## config.mk

```make
export PLATFORM = sky130hd
export DESIGN_NAME = scpu_control_fsm
export DESIGN_NICKNAME = d
export VERILOG_FILES = /design/src/rtl/scpu_pkg.sv /design/src/rtl/scpu_decoder.sv /design/src/rtl/scpu_control_fsm.sv
export SDC_FILE = /design/constraint.sdc
export NUM_CORES = 1
export LEC_CHECK = 0
export CORE_MARGIN = 3
export CORE_UTILIZATION = 40
export CTS_CLUSTER_SIZE = 16
export DETAILED_ROUTE_END_ITERATION = 6
export GPL_TIMING_DRIVEN = 0
export HOLD_SLACK_MARGIN = 0.05
export PLACE_DENSITY = 0.66
export SLEW_MARGIN = 20
export SYNTH_ARGS = -nofsm -noshare
export SYNTH_HDL_FRONTEND = slang
export SYNTH_SLANG_ARGS = --single-unit
```

## constraint.sdc

```tcl
create_clock -name clk -period 1.95 [get_ports clk]
set_clock_uncertainty 0.05 [all_clocks]
set_input_delay 0.39 -clock clk [delete_from_list [all_inputs] [get_ports clk]]
set_output_delay 0.39 -clock clk [all_outputs]
set_load 0.03 [all_outputs]
```

## src/rtl/scpu_pkg.sv

```systemverilog
// scpu_pkg: shared opcodes, FSM states, instruction classes, writeback selects and ALU codes for the sCPU controller
package scpu_pkg;
  localparam logic [3:0] OP_NOP = 4'h0;
  localparam logic [3:0] OP_ADD = 4'h1;
  localparam logic [3:0] OP_SUB = 4'h2;
  localparam logic [3:0] OP_AND = 4'h3;
  localparam logic [3:0] OP_OR  = 4'h4;
  localparam logic [3:0] OP_XOR = 4'h5;
  localparam logic [3:0] OP_MOV = 4'h6;
  localparam logic [3:0] OP_LDI = 4'h7;
  localparam logic [3:0] OP_LD  = 4'h8;
  localparam logic [3:0] OP_ST  = 4'h9;
  localparam logic [3:0] OP_IN  = 4'hA;
  localparam logic [3:0] OP_JMP = 4'hB;
  localparam logic [3:0] OP_JZ  = 4'hC;
  localparam logic [3:0] OP_OUT = 4'hD;
  localparam logic [3:0] OP_ILL = 4'hE;
  localparam logic [3:0] OP_HLT = 4'hF;
  typedef enum logic [2:0] {S_FETCH, S_DECODE, S_EXEC, S_OPND, S_MEM, S_HALT} state_t;
  typedef enum logic [2:0] {C_NOP, C_ALU, C_OPND, C_LD, C_ST, C_IN, C_OUT, C_HLT} cls_t;
  localparam logic [1:0] WB_ALU = 2'b00;
  localparam logic [1:0] WB_IMM = 2'b01;
  localparam logic [1:0] WB_MEM = 2'b10;
  localparam logic [1:0] WB_IN  = 2'b11;
  localparam logic [2:0] ALU_ADD    = 3'd0;
  localparam logic [2:0] ALU_SUB    = 3'd1;
  localparam logic [2:0] ALU_AND    = 3'd2;
  localparam logic [2:0] ALU_OR     = 3'd3;
  localparam logic [2:0] ALU_XOR    = 3'd4;
  localparam logic [2:0] ALU_PASS_B = 3'd5;
endpackage

```

## src/rtl/scpu_decoder.sv

```systemverilog
// scpu_decoder: combinational opcode -> {alu_op, instruction class, illegal}
// i_op: opcode nibble; o_alu_op: ALU code (ADD for non-ALU ops); o_cls: cls_t class; o_illegal: undefined opcode
module scpu_decoder
  import scpu_pkg::*;
(
  input  logic [3:0] i_op,
  output logic [2:0] o_alu_op,
  output logic [2:0] o_cls,
  output logic       o_illegal
);
  always_comb begin
    o_alu_op  = ALU_ADD;
    o_cls     = C_NOP;
    o_illegal = 1'b0;
    case (i_op)
      OP_ADD: begin o_cls = C_ALU; o_alu_op = ALU_ADD; end
      OP_SUB: begin o_cls = C_ALU; o_alu_op = ALU_SUB; end
      OP_AND: begin o_cls = C_ALU; o_alu_op = ALU_AND; end
      OP_OR:  begin o_cls = C_ALU; o_alu_op = ALU_OR; end
      OP_XOR: begin o_cls = C_ALU; o_alu_op = ALU_XOR; end
      OP_MOV: begin o_cls = C_ALU; o_alu_op = ALU_PASS_B; end
      OP_LDI, OP_JMP, OP_JZ: o_cls = C_OPND;
      OP_LD:  o_cls = C_LD;
      OP_ST:  o_cls = C_ST;
      OP_IN:  o_cls = C_IN;
      OP_OUT: o_cls = C_OUT;
      OP_HLT: o_cls = C_HLT;
      OP_ILL: o_illegal = 1'b1;
      default: o_cls = C_NOP;
    endcase
  end
endmodule

```

## src/rtl/scpu_control_fsm.sv

```systemverilog
// scpu_control_fsm: multi-cycle fetch/decode/execute controller owning PC, IR and Z for the 8-bit sCPU
// clk/rst: clock, sync active-high reset; o_imem_addr/i_imem_rdata: instruction fetch (sync read)
// i_alu_zero: ALU zero in EXEC; o_alu_op/o_rd_idx/o_rs_idx: datapath controls; o_reg_we/o_wb_sel/o_imm_out: writeback
// o_dmem_we/o_dmem_re: data memory; o_out_we: output port; o_halted: HALT state; o_illegal: undefined opcode pulse
module scpu_control_fsm
  import scpu_pkg::*;
#(
  parameter int              PC_W     = 8,
  parameter logic [PC_W-1:0] RESET_PC = '0
) (
  input  logic            clk,
  input  logic            rst,
  output logic [PC_W-1:0] o_imem_addr,
  input  logic [7:0]      i_imem_rdata,
  input  logic            i_alu_zero,
  output logic [2:0]      o_alu_op,
  output logic [1:0]      o_rd_idx,
  output logic [1:0]      o_rs_idx,
  output logic            o_reg_we,
  output logic [1:0]      o_wb_sel,
  output logic [7:0]      o_imm_out,
  output logic            o_dmem_we,
  output logic            o_dmem_re,
  output logic            o_out_we,
  output logic            o_halted,
  output logic            o_illegal
);
  state_t          r_state, w_nstate;
  logic [7:0]      r_ir, r_imm;
  logic [PC_W-1:0] r_pc, w_pc_inc, w_opnd;
  logic            r_z;
  logic [3:0]      w_op;
  logic [2:0]      w_alu, w_cls;
  logic            w_ill, w_ex, w_ldi, w_opnd_ldi;
  logic            r_reg_we, r_dmem_we, r_dmem_re, r_out_we, r_halted, r_illegal;
  logic [1:0]      r_wb_sel;
  logic [2:0]      r_alu_op;
  // Outputs are registered, so they are decoded from the state/opcode the FSM is about to enter;
  // on the DECODE->EXEC edge the opcode comes straight from the memory byte being latched into IR.
  assign w_op       = r_state == S_DECODE ? i_imem_rdata[7:4] : r_ir[7:4];
  assign w_ex       = w_nstate == S_EXEC;
  assign w_ldi      = w_op == OP_LDI;
  assign w_opnd_ldi = r_state == S_OPND && r_ir[7:4] == OP_LDI;
  assign w_pc_inc   = r_pc + PC_W'(1);
  assign w_opnd     = PC_W'(i_imem_rdata);
  scpu_decoder u_dec (
    .i_op     (w_op),
    .o_alu_op (w_alu),
    .o_cls    (w_cls),
    .o_illegal(w_ill)
  );
  always_comb begin
    w_nstate = S_FETCH;
    case (r_state)
      S_FETCH:  w_nstate = S_DECODE;
      S_DECODE: w_nstate = S_EXEC;
      S_EXEC:   w_nstate = w_cls == C_OPND ? S_OPND : w_cls == C_LD ? S_MEM : w_cls == C_HLT ? S_HALT : S_FETCH;
      S_HALT:   w_nstate = S_HALT;
      default:  w_nstate = S_FETCH;
    endcase
  end
  always_ff @(posedge clk) begin
    if (rst) begin
      r_state   <= S_FETCH;
      r_pc      <= RESET_PC;
      r_ir      <= '0;
      r_z       <= 1'b0;
      r_imm     <= '0;
      r_reg_we  <= 1'b0;
      r_wb_sel  <= WB_ALU;
      r_alu_op  <= ALU_ADD;
      r_dmem_we <= 1'b0;
      r_dmem_re <= 1'b0;
      r_out_we  <= 1'b0;
      r_halted  <= 1'b0;
      r_illegal <= 1'b0;
    end else begin
      r_state   <= w_nstate;
      r_reg_we  <= (w_ex && (w_cls == C_ALU || w_cls == C_IN)) || (w_nstate == S_OPND && w_ldi) || w_nstate == S_MEM;
      r_wb_sel  <= w_ex && w_cls == C_IN ? WB_IN : w_nstate == S_OPND && w_ldi ? WB_IMM : w_nstate == S_MEM ? WB_MEM : WB_ALU;
      r_alu_op  <= w_ex ? w_alu : ALU_ADD;
      r_dmem_we <= w_ex && w_cls == C_ST;
      r_dmem_re <= w_ex && w_cls == C_LD;
      r_out_we  <= w_ex && w_cls == C_OUT;
      r_illegal <= w_ex && w_ill;
      r_halted  <= w_nstate == S_HALT;
      if (r_state == S_DECODE) begin
        r_ir <= i_imem_rdata;
        r_pc <= w_pc_inc;
      end
      if (r_state == S_EXEC && w_cls == C_ALU)
        r_z <= i_alu_zero;
      if (r_state == S_OPND) begin
        case (r_ir[7:4])
          OP_LDI: begin
            r_imm <= i_imem_rdata;
            r_pc  <= w_pc_inc;
          end
          OP_JMP: r_pc <= w_opnd;
          OP_JZ:  r_pc <= r_z ? w_opnd : w_pc_inc;
          default: r_pc <= r_pc;
        endcase
      end
    end
  end
  assign o_imem_addr = r_pc;
  assign o_rd_idx    = r_ir[3:2];
  assign o_rs_idx    = r_ir[1:0];
  // LDI writes back in the same cycle the operand arrives, so bypass the operand byte around r_imm.
  assign o_imm_out   = w_opnd_ldi ? i_imem_rdata : r_imm;
  assign o_reg_we    = r_reg_we;
  assign o_wb_sel    = r_wb_sel;
  assign o_alu_op    = r_alu_op;
  assign o_dmem_we   = r_dmem_we;
  assign o_dmem_re   = r_dmem_re;
  assign o_out_we    = r_out_we;
  assign o_halted    = r_halted;
  assign o_illegal   = r_illegal;
endmodule

```

==> results of run 1 <==
==> stage by stage <==
stage | power [W] | setup TNS [ns] | worst slack (ns) | hold slack, ns | utilization, %
global route | 0.00180 | -1.41 | -0.182 | 0.443 | 57.6
CTS | 0.00174 | -1.24 | -0.162 | 0.419 | 57.6
detailed placement | 0.00114 | -6.43 | -0.771 | 0.403 | 52.8
global placement | 0.00114 | -6.95 | -0.792 | 0.395 | 52.8
floorplan | 0.00104 | 0 | 0.0767 | 0.387 | -
finish | 0.00173 | -0.999 | -0.132 | 0.415 | 57.6
==> what timing repair did <==
item,in CTS,in global routing
setup endpoints to repair,17,18
gates resized for setup,80,6
pin swaps,3,1
setup buffers,5,3
==> worst paths after layout <==
path | startpoint | endpoint | slack (ns)
max | r_state[0] | o_imm_out[3] | -0.13
min | r_ir[3] | r_ir[3] | 0.42
max reg2reg | r_state[1] | r_state[1] | 0.07
min reg2reg | r_ir[3] | r_ir[3] | 0.42
==> registers in the layout (all words and copies together), names as in the netlist <==
signal and cells:
o_alu_op 3, o_dmem_re 1, o_dmem_we 1, o_halted 1, o_illegal 1, o_imem_addr 8, o_out_we 1, o_reg_we 1
o_wb_sel 2, r_imm 8, r_ir 8, r_state 3, r_z 1
==> metal layers <==
metal | wire, µm | share of wire, %
met1 | 2380 | 47
met2 | 2360 | 47
met3 | 230 | 4.6
met4 | 65 | 1.3
met5 | 0 | 0
==> layout by cell type, fill, tap and decap left out, types with 3 or more instances in the layout <==
master,synthesis,layout
buf_4,4,11
inv_1,6,6
o21ai_0,3,3
or3b_1,3,3
mux2i_1,4,4
a21oi_1,22,22
nand2_1,23,23
dfxtp_1,39,34
nand3b_1,3,3
o32ai_1,4,4
nor2b_1,12,12
mux2_4,0,8
nand4b_1,3,3
nor2_1,16,15
clkbuf_2,1,6
a21o_1,3,3
nand3_1,9,9
buf_6,1,10
clkdlybuf4s50_1,0,32
nor3_1,10,10
clkbuf_1,9,4
dfxtp_2,0,4
a31oi_1,3,3
clkbuf_8,0,5
==> cell families after synthesis <==
kind of cell / after synthesis
buffers and inverters: 25
adder cells (fa/ha/maj): 1
AO/OA/AOI/OAI: 42
AND/OR/NAND/NOR: 99
flip-flops: 39
XOR/XNOR: 1
multiplexers: 13
==> cell type report <==
class	count	area, µm²
Fill cell	399	1900
Clock inverter	3	23.8
Tap cell	52	65.1
Sequential cell	39	790
Multi-Input combinational cell	156	1040
Inverter	6	22.5
Timing Repair Buffer	48	474
Clock buffer	5	68.8
Buffer	17	96.3
==> power by group through the flow <==
stage	combinational (W)	clock, W	sequential [W]
3_3_place_gp	0.000278	0	0.000860
2_1_floorplan	0.000171	0	0.000871
5_1_grt	0.000330	0.000625	0.000847
3_5_place_dp	0.000281	0	0.000860
4_1_cts	0.000299	0.000599	0.000843
6_report	0.000304	0.000581	0.000843
==> worst max-delay path, delay by kind of cell (launching register included) <==
kind | cells | cell delay (ns)
AND/OR/NAND/NOR | 2 | 0.26
multiplexers | 1 | 0.32
flip-flops | 1 | 0.34
buffers and inverters | 3 | 0.41
==> results.py, run 1 <==
metrics = {
    "run_status": {
        "status": "finished, violations left",
        "violations": "negative setup slack",
    },
    "final_layout": {
        "syn_to_final_growth_pct": 35.9,
        "postLayoutCellArea_mm2": 0.00258,
        "instances_no_fill": 326,
        "diodes": 0,
        "layout-drive-gt1-share_pct": 21.9,
        "fin_nets": 285,
    },
    "yosys": {
        "synth_top_family_by_area": "simple AND/OR/NAND/NOR gates",
        "yosysTopAreaCellShare_pct": 41.2,
        "synth_compound_area_share_pct": 14.8,
        "syn_inst": 220,
        "syn-num-nets": 232,
        "synthFlopType": "dfxtp_1",
        "syn_area_per_cell_um2": 8.62,
        "syn-cell-area_mm2": 0.00190,
        "synth_xor_area_share_pct": 0.462,
        "yosysMostFrequentCell": "dfxtp_1",
        "ys_types": 46,
        "synthTopCellsByArea": "dfxtp_1 41%, a21oi_1 5.8%, mux2_2 4.7%, nand2_1 4.6%, nor2b_1 4.0%",
        "ys_ff_latch": 39,
        "synth_fa_ha_area_share_pct": 0.660,
        "synth-simple-area-share_pct": 28.9,
        "yosysTopAreaCell": "dfxtp_1",
        "seq_area_frac_synth_pct": 41.2,
        "synth_edf_count": 0,
        "synth_mux_area_share_pct": 7.59,
        "async_flop_share_pct": 0,
        "ys_top_cells_by_count": "39 x dfxtp_1, 23 x nand2_1, 22 x a21oi_1",
        "yosys_warnings": 0,
    },
    "grt": {
        "grt_max_degree": 15,
        "top_usage_layer": "met2",
        "antenna_found_initial": 0,
        "grt_usage_pct": 19.0,
        "grt_overflow": 0,
        "gr-usage-met1_pct": 25.4,
        "met3_usage_pct": 4.14,
        "grt_pass1_vias": 1646,
        "use_met2_pct": 30.2,
        "grt_pass1_wl_mm": 8.02,
    },
    "sta": {
        "finalCritPeriodShare_pct": 107,
        "worst_slew_pin_slew_ns": 0.589,
        "hold_viol": 0,
        "grt_setup_unrepaired": "yes",
        "fin_ws_ns": -0.132,
        "min_period_ns": 2.08,
        "slew-limit-headroom_pct": 60.7,
        "setup_viol": 8,
        "drv_slew": 0,
        "max_freq_mhz": 480,
    },
    "drt": {
        "routedWlPerCell_um": 15.4,
        "ant_nets": 0,
        "firstDrtPassIters": 4,
        "drtIter0Drc": 114,
        "vias_per_cell": 5.42,
        "drc": 0,
        "finalWirelength_mm": 5.03,
        "vias": 1767,
    },
    "power_and_ir_drop": {
        "p_clk_share_pct": 33.6,
        "power.leakage_nw": 0.992,
        "power.share.sequential_pct": 48.8,
        "p_comb_share_pct": 17.6,
        "p_int_w": 0.00120,
        "p_sw_w": 0.000523,
        "peakVddDrop_uv": 415,
        "powerDensity_mw_per_mm2": 670,
        "p_sw_share_pct": 30.3,
    },
    "critical_path": {
        "critPathCaptureType": "output pin",
        "critPathMostFrequentCell": "buf_6",
        "worstSetupPathType": "reg -> out",
        "crit_path_start_kind": "flip-flop",
        "cpPeakStageDelay_ns": 0.34,
        "rr_worst_depth": 7,
        "crit_fanout": 8,
        "arrival_ns": 1.64,
        "slowest_stage": "dfxtp_2",
        "cp.required_ns": 1.51,
        "path_cells": "inv_1, nor2_4, nand4b_1, buf_6, mux2_4, buf_6",
    },
    "flow_run": {
        "maxCapViolCount": 0,
    },
    "floorplan": {
        "coreArea_mm2": 0.00447,
        "fp.dieH_um": 74.9,
        "dieArea_mm2": 0.00560,
        "die_x_um": 74.9,
        "start_util_pct": 42.4,
        "fp-row-count": 24,
        "io_pins": 42,
    },
    "clock_network": {
        "numClockSinks": 39,
        "clk_pin_slew_ns": 0.09,
        "cts-htree-levels": 2,
        "cts_hold_buf": 0,
        "clock_latency_ns": 0.30,
        "cts_root_buffer": "clkbuf_8",
        "tritoncts": "built",
        "cts_made_buffers": 5,
        "cts_max_path_buffers": 2,
    },
    "placement": {
        "placed_area_mm2": 0.00236,
        "io_buffers": 40,
        "dp.cells": 312,
        "hpwl_mm": 3.38,
        "gp_congestion": 0.828,
    },
    "min_path": {
        "hold_path.class": "reg -> reg",
        "min_path_cells": 2,
    },
}
(Power assumes the default switching activity.)
==> inputs of run 2 (changes only) <==
GPL_TIMING_DRIVEN = unset   (was 0)
PLACE_DENSITY = unset   (was 0.66)
SYNTH_HIERARCHICAL = 1   (was unset)
==> results.py, run 2 <==
metrics = {
    "clock_network": {
        "tritoncts": "built",
        "cts_made_buffers": 5,
        "clock_latency_ns": 0.28,
        "clk_pin_slew_ns": 0.07,
        "cts_hold_buf": 0,
        "numClockSinks": 39,
        "cts_root_buffer": "clkbuf_8",
        "cts_max_path_buffers": 2,
        "cts-htree-levels": 2,
    },
    "critical_path": {
        "slowest_stage": "dfxtp_2",
        "cp-startpoint": "r_state[1]",
        "cp_num_buf_inv": 3,
        "r2r-start": "r_state[1]",
        "path_cells": "nor3b_4, buf_12, mux2i_4, inv_2, buf_6, nand2b_4, nand2b_4, o211ai_1, xnor2_1, nand2_1, a211oi_2, nand4b_1, a21oi_1",
        "r2r_end": "o_reg_we",
        "cpPeakStageDelay_ns": 0.34,
        "rr_worst_depth": 13,
        "worstSetupPathType": "reg -> reg",
        "crit_fanout": 6,
        "critPathCaptureType": "flip-flop",
        "critPathMostFrequentCell": "nand2b_4",
        "regToRegSetupSlack_ns": -0.45,
        "arrival_ns": 2.56,
        "crit_path_start_kind": "flip-flop",
        "cp.required_ns": 2.11,
        "cp-endpoint": "o_reg_we",
        "critical_path_cell_count": 13,
        "critPathTopFamily": "simple AND/OR/NAND/NOR gates",
    },
    "yosys": {
        "synth_edf_count": 0,
        "yosys_warnings": 6,
        "synthTopCellsByArea": "dfxtp_1 38%, mux2i_1 5.4%, mux2_2 3.8%, a21oi_1 3.2%, nand2_1 3.1%",
        "synthFlopType": "dfxtp_1",
        "syn_area_per_cell_um2": 9.32,
        "ys_top_cells_by_count": "39 x dfxtp_1, 17 x nand2_1, 17 x nor2_1",
        "syn-cell-area_mm2": 0.00205,
        "syn_inst": 220,
        "yosysMostFrequentCell": "dfxtp_1",
        "seq_area_frac_synth_pct": 38.1,
        "async_flop_share_pct": 0,
        "yosysTopAreaCell": "dfxtp_1",
        "yosysTopAreaCellShare_pct": 38.1,
        "ys_ff_latch": 39,
        "ys_types": 55,
        "syn-num-nets": 232,
    },
    "floorplan": {
        "fp.dieH_um": 77.6,
        "start_util_pct": 42.3,
        "fp-row-count": 25,
        "coreArea_mm2": 0.00485,
        "io_pins": 42,
        "dieArea_mm2": 0.00602,
        "die_x_um": 77.6,
    },
    "power_and_ir_drop": {
        "powerDensity_mw_per_mm2": 655,
        "power.leakage_nw": 1.33,
        "peakVddDrop_uv": 363,
        "p_total_w": 0.00214,
    },
    "grt": {
        "grt_max_degree": 20,
        "grt_pass1_vias": 1921,
        "grt_pass1_wl_mm": 8.98,
        "antenna_found_initial": 0,
        "grt_usage_pct": 18.6,
        "grt_overflow": 0,
    },
    "flow_run": {
        "maxCapViolCount": 0,
    },
    "sta": {
        "grt_setup_unrepaired": "yes",
        "hold_viol": 0,
        "worst_slew_pin_slew_ns": 0.347,
        "setup_viol": 19,
        "max_freq_mhz": 417,
        "fin_ws_ns": -0.449,
        "tns_ns": -5.26,
        "finalCritPeriodShare_pct": 123,
        "slew-limit-headroom_pct": 76.8,
        "drv_slew": 0,
        "min_period_ns": 2.40,
    },
    "placement": {
        "gp_congestion": 0.806,
        "io_buffers": 41,
        "hpwl_mm": 3.69,
        "dp.cells": 356,
    },
    "final_layout": {
        "instances_no_fill": 383,
        "syn_to_final_growth_pct": 59.5,
        "final_cell_mix": "49 x buf_4, 36 x dfxtp_1, 33 x clkdlybuf4s50_1",
        "mostFrequentLayoutCell": "buf_4",
        "diodes": 0,
        "fin_nets": 328,
        "layout-drive-gt1-share_pct": 39.9,
    },
    "drt": {
        "firstDrtPassIters": 6,
        "routedWlPerCell_um": 13.9,
        "drtIter0Drc": 103,
        "finalWirelength_mm": 5.33,
        "ant_nets": 0,
        "vias": 1933,
        "drc": 0,
        "vias_per_cell": 5.05,
    },
    "run_status": {
        "status": "finished, violations left",
        "violations": "negative setup slack",
    },
    "min_path": {
        "hold_path.class": "reg -> reg",
    },
}
==> run 2: cell count changes in the layout (fill, tap and decap cells not counted), moves of 5 or more <==
cell / delta
a21oi_1: -13
buf_6: +8
and2_1: +8
buf_4: +38
clkbuf_2: -6
nor3_1: -6
nor2b_1: -9
nand2b_1: +5
nand2_1: -7
==> run 2: cell type report <==
type | count | area [µm²]
Fill cell | 412 | 1580
Tap cell | 67 | 83.8
Sequential cell | 39 | 787
Multi-Input combinational cell | 163 | 1340
Timing Repair Buffer | 102 | 941
Inverter | 5 | 23.8
Clock buffer | 7 | 97.6
==> run 2: worst min path at each step <==
stage | startpoint | endpoint | slack (ns) | cells past startpoint
2_1_floorplan | r_ir[0] | r_ir[0] | 0.41 | 2
3_3_place_gp | o_imem_addr[7] | o_imem_addr[7] | 0.43 | 2
3_5_place_dp | o_imem_addr[7] | o_imem_addr[7] | 0.43 | 2
4_1_cts | o_imem_addr[7] | o_imem_addr[7] | 0.44 | 2
5_1_grt | o_imem_addr[7] | o_imem_addr[7] | 0.49 | 2
6_report | o_imem_addr[7] | o_imem_addr[7] | 0.44 | 2
==> run 2: layer usage <==
metal  global-route usage (%)  up-vias  part of all wire (%)
li1                         -      973                     -
met3                     4.64        4                   5.1
met1                     23.5      914                    44
met5                        0        -                     0
met4                     5.69        0                  0.71
met2                     31.0       42                    50
==> run 2: kinds of logic after synthesis <==
group	count (synthesis)	share of synthesized area, %
AOI/OAI and AO/OA	40	12.3
xor gates and xnor gates	3	1.28
adders and majority gates	1	0.610
buffers and inverters	18	5.00
DFF	39	38.1
muxes	23	12.3
and+or+nand+nor	96	30.4
==> run 2: through the flow <==
| stage | util, % | setup WS [ns] | hold slack, ns | area [µm²] |
|---|---|---|---|---|
| detailed placement | 58.2 | -0.772 | 0.428 | 2820 |
| global placement | 58.2 | -0.727 | 0.430 | 2820 |
| floorplan | - | -0.556 | 0.412 | 2080 |
| finish | 67.5 | -0.449 | 0.441 | 3270 |
| CTS | 65.3 | -0.495 | 0.443 | 3170 |
| global route | 67.5 | -0.617 | 0.491 | 3270 |
==> run 2: timing repair <==
action,CTS,global route
buffers inserted,13,9
setup endpoints to repair,19,21
resized for setup,90,16
cloned,0,0
pin swaps,9,13
==> run 2: tightest hold or removal path, cell delays in order, from the launching register on <==
cell and delay (ns):
dfxtp_1 0.33, nand2_1 0.06, o32ai_1 0.06
==> run 2: power breakdown <==
group          switching, W  internal, W
logic              0.000327     0.000369
clock network      0.000269     0.000324
registers         0.0000250     0.000829
total              0.000622      0.00152
==> inputs of run 3 (changes only) <==
--- a/config.mk
+++ b/config.mk
@@ -8,4 +8,5 @@
 export CORE_MARGIN = 3
 export CORE_UTILIZATION = 40
+export CTS_CLUSTER_DIAMETER = 150
 export CTS_CLUSTER_SIZE = 16
 export DETAILED_ROUTE_END_ITERATION = 6
==> constraint.sdc (replaced) <==
create_clock -name clk -period 1.95 [get_ports clk]
set_clock_uncertainty 0.05 [all_clocks]
set_input_delay 0.585 -clock clk [delete_from_list [all_inputs] [get_ports clk]]
set_output_delay 0.585 -clock clk [all_outputs]
set_load 0.03 [all_outputs]
==> results.py, run 3 (synthesis results as in run 2) <==
metrics = {
    "grt": {
        "antenna_found_initial": 0,
        "grt_overflow": 0,
        "grt_max_degree": 14,
        "grt_usage_pct": 18.1,
        "grt_pass1_wl_mm": 8.60,
        "grt_pass1_vias": 1796,
    },
    "drt": {
        "firstDrtPassIters": 4,
        "ant_nets": 0,
        "drc": 0,
        "finalWirelength_mm": 5.18,
        "drtIter0Drc": 107,
        "vias_per_cell": 4.96,
        "routedWlPerCell_um": 13.7,
        "vias": 1871,
    },
    "critical_path": {
        "cp.required_ns": 2.12,
        "cpPeakStageDelay_ns": 0.48,
        "critPathCaptureType": "flip-flop",
        "critPathMostFrequentCell": "nand2_1",
        "critPathTopFamily": "compound AO/OA/AOI/OAI gates",
        "worstSetupPathType": "in -> reg",
        "cp_num_buf_inv": 2,
        "slowest_stage": "clkdlybuf4s50_1",
        "crit_fanout": 7,
        "path_cells": "clkdlybuf4s50_1, mux2_4, buf_4, nand2_1, o211ai_1, xnor2_1, nand2_1, a211oi_2, nand4b_1, a21oi_1",
        "crit_path_start_kind": "input pin",
        "arrival_ns": 2.64,
    },
    "final_layout": {
        "final_cell_mix": "48 x buf_4, 34 x dfxtp_1, 20 x clkdlybuf4s50_1",
        "syn_to_final_growth_pct": 54.3,
        "fin_util_pct": 65.3,
        "fin_nets": 321,
        "layout-drive-gt1-share_pct": 38.7,
        "diodes": 0,
        "mostFrequentLayoutCell": "buf_4",
    },
    "run_status": {
        "status": "finished, violations left",
        "violations": "negative setup slack",
    },
    "placement": {
        "hpwl_mm": 3.79,
        "gp_congestion": 0.816,
        "io_buffers": 41,
    },
    "floorplan": {
        "fp.dieH_um": 77.6,
        "io_pins": 42,
        "coreArea_mm2": 0.00485,
        "start_util_pct": 42.3,
        "dieArea_mm2": 0.00602,
        "fp-row-count": 25,
        "die_x_um": 77.6,
    },
    "flow_run": {
        "maxCapViolCount": 0,
    },
    "power_and_ir_drop": {
        "power.leakage_nw": 1.38,
        "powerDensity_mw_per_mm2": 672,
        "peakVddDrop_uv": 293,
    },
    "sta": {
        "setup_viol": 19,
        "worst_slew_pin_slew_ns": 0.322,
        "grt_setup_unrepaired": "yes",
        "finalCritPeriodShare_pct": 127,
        "hold_viol": 0,
        "slew-limit-headroom_pct": 78.5,
        "drv_slew": 0,
        "min_period_ns": 2.47,
        "max_freq_mhz": 405,
        "fin_ws_ns": -0.520,
        "tns_ns": -7.42,
    },
    "clock_network": {
        "clk_pin_slew_ns": 0.08,
        "clock_latency_ns": 0.29,
        "tritoncts": "built",
        "cts_max_path_buffers": 2,
        "cts_root_buffer": "clkbuf_8",
        "cts_made_buffers": 5,
        "cts-htree-levels": 2,
        "numClockSinks": 39,
    },
    "min_path": {
        "hold_path.class": "reg -> reg",
    },
}
## run 3: changes by cell type in the layout (fill, tap and decap cells not counted), moves of 3 or more
cell,delta
buf_6,-6
dlygate4sd2_1,+10
dlymetal6s2s_1,+3
clkdlybuf4s50_1,-13
## run 3: final cells by class
type	instances	area [µm²]
well taps	67	83.8
fillers	403	1680
repair buffers	95	861
clock buffers	8	100
multi-input cells	163	1310
inverters	5	21.3
flip-flops and latches	39	790
## run 3: path summary, 6_finish.rpt
check | startpoint | end | slack (ns) | cells after the start
worst min register to register | r_ir[0] | r_ir[0] | 0.45 | 2
worst min-delay path | r_ir[0] | r_ir[0] | 0.45 | 2
worst max-delay path | i_imem_rdata[7] | o_reg_we | -0.52 | 10
worst max register to register | r_state[1] | o_reg_we | -0.52 | 11
## run 3: worst min-delay path: stages, from the launching register on
cell     delay [ns]
dfxtp_1        0.33
mux2i_1        0.06
nor2_1         0.07
## run 3: repair_timing
item | in CTS | in global routing
hold endpoints to repair | 0 | 0
resized for setup | 36 | 14
setup buffers | 6 | 3
hold buffers | 0 | 0
pin swaps | 3 | 7
setup endpoints to repair | 28 | 23
## run 3: power breakdown
group          internal [W]  switching, W
clock network      0.000323      0.000279
registers          0.000829     0.0000263
logic              0.000350      0.000318
## run 3: through the flow
step / hold slack [ns] / total power [W] / std cells / setup WS, ns / instance area [µm²]
after CTS: 0.452 / 0.00211 / 374 / -0.431 / 3080
after global routing: 0.492 / 0.00225 / 377 / -0.635 / 3160
after global placement: 0.424 / 0.00143 / 360 / -0.806 / 2860
final: 0.446 / 0.00213 / 377 / -0.520 / 3160
after floorplan: 0.412 / 0.00120 / 220 / -0.556 / 2120
after detailed placement: 0.435 / 0.00143 / 360 / -0.849 / 2860
## run 3: routing by layer
layer	track usage, %	vias up	share of wire (%)
met3	3.94	10	5.1
met2	29.4	51	47
met4	6.58	0	1.6
li1	-	956	-
met5	0	-	0
met1	23.4	854	46
